$ cat config.mk
export PLATFORM = sky130hd
export DESIGN_NAME = calc_ctrl
export DESIGN_NICKNAME = d
export VERILOG_FILES = /design/src/rtl/calc_ctrl.sv
export SDC_FILE = /design/constraint.sdc
export NUM_CORES = 1
export LEC_CHECK = 0
export CAP_MARGIN = 20
export CORE_ASPECT_RATIO = 0.9
export CORE_UTILIZATION = 50
export CTS_CLUSTER_DIAMETER = 120
export DETAILED_ROUTE_END_ITERATION = 8
export GPL_TIMING_DRIVEN = 0
export MAX_ROUTING_LAYER = met4
export PLACE_DENSITY_LB_ADDON = 0.05
export SLEW_MARGIN = 20
export SYNTH_ARGS = -nofsm -noshare
export SYNTH_HDL_FRONTEND = slang
export SYNTH_SLANG_ARGS = --single-unit
$ cat constraint.sdc
create_clock -name clk -period 8.6 [get_ports clk]
set_input_delay 2.58 -clock clk [delete_from_list [all_inputs] [get_ports clk]]
set_output_delay 2.58 -clock clk [all_outputs]
set_load 0.05 [all_outputs]
$ cat src/rtl/calc_ctrl.sv
// rtl/calc_ctrl.sv - command sequencer driving a fixed-latency integer calculator
//
// Purpose: queues arithmetic commands in a small FIFO, issues each to the
// calculator, samples the result CALC_LAT cycles later and returns it over a
// valid/ready result port. Divide/modulo by zero and illegal opcodes are
// trapped locally and never reach the calculator.
//
// Optional build macro: CALC_CTRL_STATS_EN adds result/error counters.
//
// Ports:
//   clk, rst                      clock (rising edge), async active-high reset
//   cmd_valid/cmd_ready           command handshake
//   cmd_op, cmd_a, cmd_b          command opcode and operands
//   calc_op, calc_opa, calc_opb   registered drive to the calculator
//   calc_res                      calculator result
//   res_valid/res_ready           result handshake
//   res_data, res_err             result value and trap flag (data is 0 on trap)
//   busy                          FSM active or commands queued
//   stat_cmds, stat_errs          (CALC_CTRL_STATS_EN only) saturating counters
module calc_ctrl #(
  parameter int WIDTH      = 16,
  parameter int CALC_LAT   = 2,
  parameter int FIFO_DEPTH = 4
) (
  input  logic             clk,
  input  logic             rst,
  input  logic             cmd_valid,
  output logic             cmd_ready,
  input  logic [2:0]       cmd_op,
  input  logic [WIDTH-1:0] cmd_a,
  input  logic [WIDTH-1:0] cmd_b,
  output logic [2:0]       calc_op,
  output logic [WIDTH-1:0] calc_opa,
  output logic [WIDTH-1:0] calc_opb,
  input  logic [WIDTH-1:0] calc_res,
  output logic             res_valid,
  input  logic             res_ready,
  output logic [WIDTH-1:0] res_data,
  output logic             res_err,
  output logic             busy
`ifdef CALC_CTRL_STATS_EN
  ,
  output logic [15:0]      stat_cmds,
  output logic [15:0]      stat_errs
`endif
);

  localparam int PW = $clog2(FIFO_DEPTH);
  localparam int EW = 3 + 2 * WIDTH;
  localparam logic [PW:0]   CNT_ONE  = (PW+1)'(1);
  localparam logic [PW:0]   CNT_FULL = (PW+1)'(FIFO_DEPTH);
  localparam logic [PW-1:0] PTR_ONE  = PW'(1);
  localparam logic [3:0]    LAT_INIT = 4'(CALC_LAT);

  typedef enum logic [1:0] {IDLE, WAIT, DONE} state_t;

  logic [EW-1:0] fifo_mem [FIFO_DEPTH];

  logic [PW-1:0]    wr_ptr_q, wr_ptr_d, rd_ptr_q, rd_ptr_d;
  logic [PW:0]      count_q, count_d;
  state_t           state_q, state_d;
  logic [3:0]       lat_q, lat_d;
  logic [2:0]       calc_op_q, calc_op_d;
  logic [WIDTH-1:0] calc_opa_q, calc_opa_d, calc_opb_q, calc_opb_d;
  logic             res_valid_q, res_valid_d;
  logic [WIDTH-1:0] res_data_q, res_data_d;
  logic             res_err_q, res_err_d;

  logic             push, pop, trap;
  logic [2:0]       head_op;
  logic [WIDTH-1:0] head_a, head_b;

  // Full is decided from the registered count, so a pop never frees a slot
  // for a push in the same cycle.
  assign cmd_ready = (count_q != CNT_FULL);
  assign push      = cmd_valid && cmd_ready;
  assign pop       = (state_q == IDLE) && (count_q != '0);

  assign {head_op, head_a, head_b} = fifo_mem[rd_ptr_q];
  assign trap = (head_op > 3'd4) ||
                (((head_op == 3'd3) || (head_op == 3'd4)) && (head_b == '0));

  always_ff @(posedge clk) begin
    if (push) fifo_mem[wr_ptr_q] <= {cmd_op, cmd_a, cmd_b};
  end

  always_comb begin
    wr_ptr_d    = wr_ptr_q;
    rd_ptr_d    = rd_ptr_q;
    count_d     = count_q;
    state_d     = state_q;
    lat_d       = lat_q;
    calc_op_d   = calc_op_q;
    calc_opa_d  = calc_opa_q;
    calc_opb_d  = calc_opb_q;
    res_valid_d = res_valid_q;
    res_data_d  = res_data_q;
    res_err_d   = res_err_q;

    // Pointers wrap naturally since FIFO_DEPTH is a power of two.
    if (push) wr_ptr_d = wr_ptr_q + PTR_ONE;
    if (pop)  rd_ptr_d = rd_ptr_q + PTR_ONE;
    case ({push, pop})
      2'b10:   count_d = count_q + CNT_ONE;
      2'b01:   count_d = count_q - CNT_ONE;
      default: count_d = count_q;
    endcase

    case (state_q)
      IDLE: begin
        if (pop) begin
          if (trap) begin
            // calc_* deliberately left alone: the calculator never sees it.
            res_data_d  = '0;
            res_err_d   = 1'b1;
            res_valid_d = 1'b1;
            state_d     = DONE;
          end else begin
            calc_op_d  = head_op;
            calc_opa_d = head_a;
            calc_opb_d = head_b;
            lat_d      = LAT_INIT;
            state_d    = WAIT;
          end
        end
      end
      WAIT: begin
        lat_d = lat_q - 4'd1;
        if (lat_q == 4'd1) begin
          res_data_d  = calc_res;
          res_err_d   = 1'b0;
          res_valid_d = 1'b1;
          state_d     = DONE;
        end
      end
      DONE: begin
        // Returning to IDLE here means the next pop is one edge later.
        if (res_ready) begin
          res_valid_d = 1'b0;
          state_d     = IDLE;
        end
      end
      default: state_d = IDLE;
    endcase
  end

  always_ff @(posedge clk or posedge rst) begin
    if (rst) begin
      wr_ptr_q    <= '0;
      rd_ptr_q    <= '0;
      count_q     <= '0;
      state_q     <= IDLE;
      lat_q       <= '0;
      calc_op_q   <= '0;
      calc_opa_q  <= '0;
      calc_opb_q  <= '0;
      res_valid_q <= 1'b0;
      res_data_q  <= '0;
      res_err_q   <= 1'b0;
    end else begin
      wr_ptr_q    <= wr_ptr_d;
      rd_ptr_q    <= rd_ptr_d;
      count_q     <= count_d;
      state_q     <= state_d;
      lat_q       <= lat_d;
      calc_op_q   <= calc_op_d;
      calc_opa_q  <= calc_opa_d;
      calc_opb_q  <= calc_opb_d;
      res_valid_q <= res_valid_d;
      res_data_q  <= res_data_d;
      res_err_q   <= res_err_d;
    end
  end

  assign calc_op   = calc_op_q;
  assign calc_opa  = calc_opa_q;
  assign calc_opb  = calc_opb_q;
  assign res_valid = res_valid_q;
  assign res_data  = res_data_q;
  assign res_err   = res_err_q;
  assign busy      = (state_q != IDLE) || (count_q != '0);

`ifdef CALC_CTRL_STATS_EN
  logic [15:0] stat_cmds_q, stat_cmds_d, stat_errs_q, stat_errs_d;
  logic        res_fire;

  assign res_fire = res_valid_q && res_ready;

  always_comb begin
    stat_cmds_d = stat_cmds_q;
    stat_errs_d = stat_errs_q;
    if (res_fire && (stat_cmds_q != 16'hFFFF)) stat_cmds_d = stat_cmds_q + 16'd1;
    if (res_fire && res_err_q && (stat_errs_q != 16'hFFFF)) stat_errs_d = stat_errs_q + 16'd1;
  end

  always_ff @(posedge clk or posedge rst) begin
    if (rst) begin
      stat_cmds_q <= '0;
      stat_errs_q <= '0;
    end else begin
      stat_cmds_q <= stat_cmds_d;
      stat_errs_q <= stat_errs_d;
    end
  end

  assign stat_cmds = stat_cmds_q;
  assign stat_errs = stat_errs_q;
`endif

endmodule

==> reports/qor.tcl <==
set qor(drt_first_pass_iters) 4
set qor(synth_warnings) 0
set qor(synth_xor_xnor_area_share_pct) 0.7645
set qor(avgRoutedWirePerCell_um) 19.47
set qor(cts_hold_repair.buffers) 0
set qor(global_route_wire_length_before_repair_um) 23040
set qor(synth.top_cells.by_area) {sky130_fd_sc_hd__edfxtp_1 (52%), sky130_fd_sc_hd__dfrtp_1 (21%), sky130_fd_sc_hd__mux4_2 (5.3%), sky130_fd_sc_hd__mux2_4 (5.2%), sky130_fd_sc_hd__mux4_1 (5.2%)}
set qor(share_of_the_synthesized_area_in_compound_gates_ao_oa_aoi_oai_pct) 2.918
set qor(worst_min_delay_path_category) {reg -> reg}
set qor(synth_enable_flop_cells) 140
set qor(vdd_ir_drop_max_mv) 0.2104
set qor(critPathBufInv) 1
set qor(startpoint_type) {register}
set qor(synth-adder-area-share_pct) 1.342
set qor(path_delay_family) {buffers and inverters}
set qor(period_minus_slack_ps) 4834
set qor(synthCells) 390
set qor(fin_tns_setup_ps) 0
set qor(post_synth_mux_area_share_pct) 16.91
set qor(fmax_mhz) 206.9
set qor(async_reset_ff_share_pct) 32.04
set qor(final-hold-violation-count) 0
set qor(gp_routability_congestion) 0.7324
set qor(synth_top_family_by_area) {multiplexers}
set qor(crit_required_ps) 6020
set qor(maximum_number_of_pins_on_one_net_before_global_route_repair) 49
set qor(critical_path.endpoint_type) {output port}
set qor(finalNetCount) 589
set qor(final.setup_skew_ps) 6.933
set qor(drcViolationCount) 0
set qor(yosys.area_share.simple_pct) 2.762
set qor(number_of_standard_cell_rows_in_the_floorplan) 43
set qor(grt.overflow.total) 0
set qor(postRouteAntennaNets) 0
set qor(ctsHtreeMaxLevel) 1
set qor(power.total_uw) 4065
set qor(final.hold.worst_slack_ps) 496.0
set qor(period_share_pct) 56.21
set qor(drt_iter0_drc) 200
set qor(pin_count) 110
set qor(mappedNetlistNets) 453
set qor(cts_sinks) 206
set qor(worst_skew_pair.late_latency_ps) 480
set qor(critical_path_peak_fanout) 5
set qor(synthesis.area_um2) 8019
set qor(relSlewSlack_pct) 46.67
set qor(grt_usage_pct) 19.36
set qor(seq_area_um2) 5856
set qor(clk_pin_slew_ps) 60
set qor(clock_tree_from_tritoncts) {built}
set qor(startpoint_to_endpoint_class_of_the_critical_path) {reg -> out}
set qor(first_global_vias) 4178
set qor(run_status) {finished clean}
set qor(core_um2) 15550
set qor(numCtsBuffers) 20
set qor(clockRootBuffer) {sky130_fd_sc_hd__clkbuf_16}
set qor(start_util_pct) 51.57
set qor(worst_ep_arrival_time_ps) 2250
set qor(grt_setup_unrepaired) {false}
set qor(post-dp-hpwl_um) 9357
set qor(route.vias.total) 4027
set qor(cts_resized) 0
set qor(portBuffers) 109
set qor(multiInputGateArea_um2) 1986
set qor(post_cts.repair.setup_buffers) 0
set qor(die_w_um) 135.5
set qor(die_area_um2) 16550
set qor(largest_stage_delay_on_the_critical_path_ps) 730
set qor(synth_seq_area_share_pct) 73.02
set qor(detail_route.vias_per_cell) 5.420
set qor(clockBufferDepth) 3
set qor(grt_antenna_before_repair) 0
set qor(crit_chain) {nor3_1 -> nand2_1 -> clkdlybuf4s50_1}
set qor(p_per_area_nw_per_um2) 400.9
set qor(synth-seq-cells) 206
set qor(final.fill_count) 1060
set qor(syn_to_final_growth_pct) 26.42
set qor(synthDistinctLibCells) 40
set qor(post-synth-top-area-cell) {sky130_fd_sc_hd__edfxtp_1}
set qor(mean_post_synth_cell_area_um2) 20.56
set qor(final_report_max_slew_violation_count) 0
set qor(slew_worst_pin_ps) 799.9
set qor(critPathSlowestCell) {sky130_fd_sc_hd__clkdlybuf4s50_1}
set qor(die_h_um) 122.1
set qor(postSynth.topFlopCell) {sky130_fd_sc_hd__edfxtp_1}
set qor(p_leak_uw) 0.003836
set qor(drv_cap) 0
set qor(drive_above_1_share_pct) 19.63
set qor(routed_wirelength_um) 14470
set qor(synthDominantCellAreaShare_pct) 52.43
set qor(report.final.setup_viol) 0
per-layer routing:
layer / vias up / GRT usage (%) / routed length (µm)
met1: 2066 / 25.47 / 6300
li1: 1826 / - / -
met3: 22 / 3.745 / 742
met5: - / - / 0
met2: 113 / 31.38 / 7144
met4: 0 / 4.705 / 280
state kept, by name, indices dropped and copies added (netlist names):
signal / count
fifo_mem: 140
rd_ptr_q: 2
calc_opa: 16
wr_ptr_q: 2
state_q: 2
res_err: 1
res_data: 16
calc_opb: 16
calc_op: 3
lat_q: 4
count_q: 3
res_valid: 1
worst reg2reg max path, cell delays in order (launching register included):
cell and delay (ps):
sky130_fd_sc_hd__dfrtp_1 320, sky130_fd_sc_hd__clkbuf_1 430, sky130_fd_sc_hd__clkbuf_1 500, sky130_fd_sc_hd__mux4_1 410, sky130_fd_sc_hd__nor4_1 420, sky130_fd_sc_hd__nand2_1 190, sky130_fd_sc_hd__nor4_4 490, sky130_fd_sc_hd__or3_1 190
sky130_fd_sc_hd__buf_6 180, sky130_fd_sc_hd__buf_12 180, sky130_fd_sc_hd__mux2_4 310
kinds of logic (layout without fill, tap and decap cells):
group	Yosys count	in the layout
DFF	206	206
buffers and inverters	28	178
adders and majority gates	8	8
AOI/OAI and AO/OA	29	29
muxes	71	71
and+or+nand+nor	41	41
other	0	1
xor gates and xnor gates	7	7
final timing paths:
kind                        startpoint            to  slack [ps]  cells past startpoint
setup reg to reg           rd_ptr_q[1]  calc_opb[12]        4860                     10
max in group asynchronous          rst   calc_opa[0]        5660                      3
hold reg to reg             count_q[2]    count_q[2]         500                      1
hold / removal              count_q[2]    count_q[2]         500                      1
min in group asynchronous          rst   calc_opb[1]        2400                      2
setup / recovery            count_q[2]          busy        3770                      3
synth_stat cells, drive strengths merged, types with 4 or more instances:
master  count
and3        4
edfxtp    140
buf         8
xnor2       5
a22o       16
nor4        4
ha          7
inv        13
nand2      11
dfrtp      66
clkbuf      7
mux2       34
nor2        8
mux4       35
layout by cell type (no fill, tap or decap), types with 4 or more instances in the layout:
master	n
sky130_fd_sc_hd__ha_1	7
sky130_fd_sc_hd__clkdlybuf4s50_1	109
sky130_fd_sc_hd__nand2_1	11
sky130_fd_sc_hd__mux4_1	16
sky130_fd_sc_hd__xnor2_1	5
sky130_fd_sc_hd__clkbuf_1	8
sky130_fd_sc_hd__edfxtp_1	140
sky130_fd_sc_hd__mux2_2	6
sky130_fd_sc_hd__mux4_2	19
sky130_fd_sc_hd__clkbuf_16	21
sky130_fd_sc_hd__buf_12	6
sky130_fd_sc_hd__and3_2	4
sky130_fd_sc_hd__a22o_1	16
sky130_fd_sc_hd__clkinv_2	6
sky130_fd_sc_hd__dfrtp_1	66
sky130_fd_sc_hd__mux2_4	28
sky130_fd_sc_hd__nor2_1	8
sky130_fd_sc_hd__inv_1	12
power breakdown:
part	switching (µW)	internal, µW	leakage (µW)
sequential	115	1360	0.00209
clock	359	494	0.000323
combinational	963	776	0.00142
per-stage QoR:
step / instances / setup slack (ps) / instance area [µm²] / utilization [%]
after global routing: 742 / 3615 / 10130 / 65.18
after CTS: 742 / 3775 / 10130 / 65.18
final: 743 / 3766 / 10140 / 65.20
after detailed placement: 706 / 4169 / 9485 / 61.00
after floorplan: 390 / 4365 / 8019 / -
after global placement: 701 / 3007 / 9363 / 60.22
area by class of cell:
class / count / share of cell area [%]
clock inverter: 12 / 0.9134
antenna: 1 / 0.02469
timing repair buffer: 114 / 11.90
tap: 202 / 2.493
sequential: 206 / 57.76
clock buffer: 24 / 5.492
multi-input combinational: 156 / 19.59
buffer: 15 / 1.321
inverter: 13 / 0.5060
No activity file was read; power rests on OpenSTA's default activity.
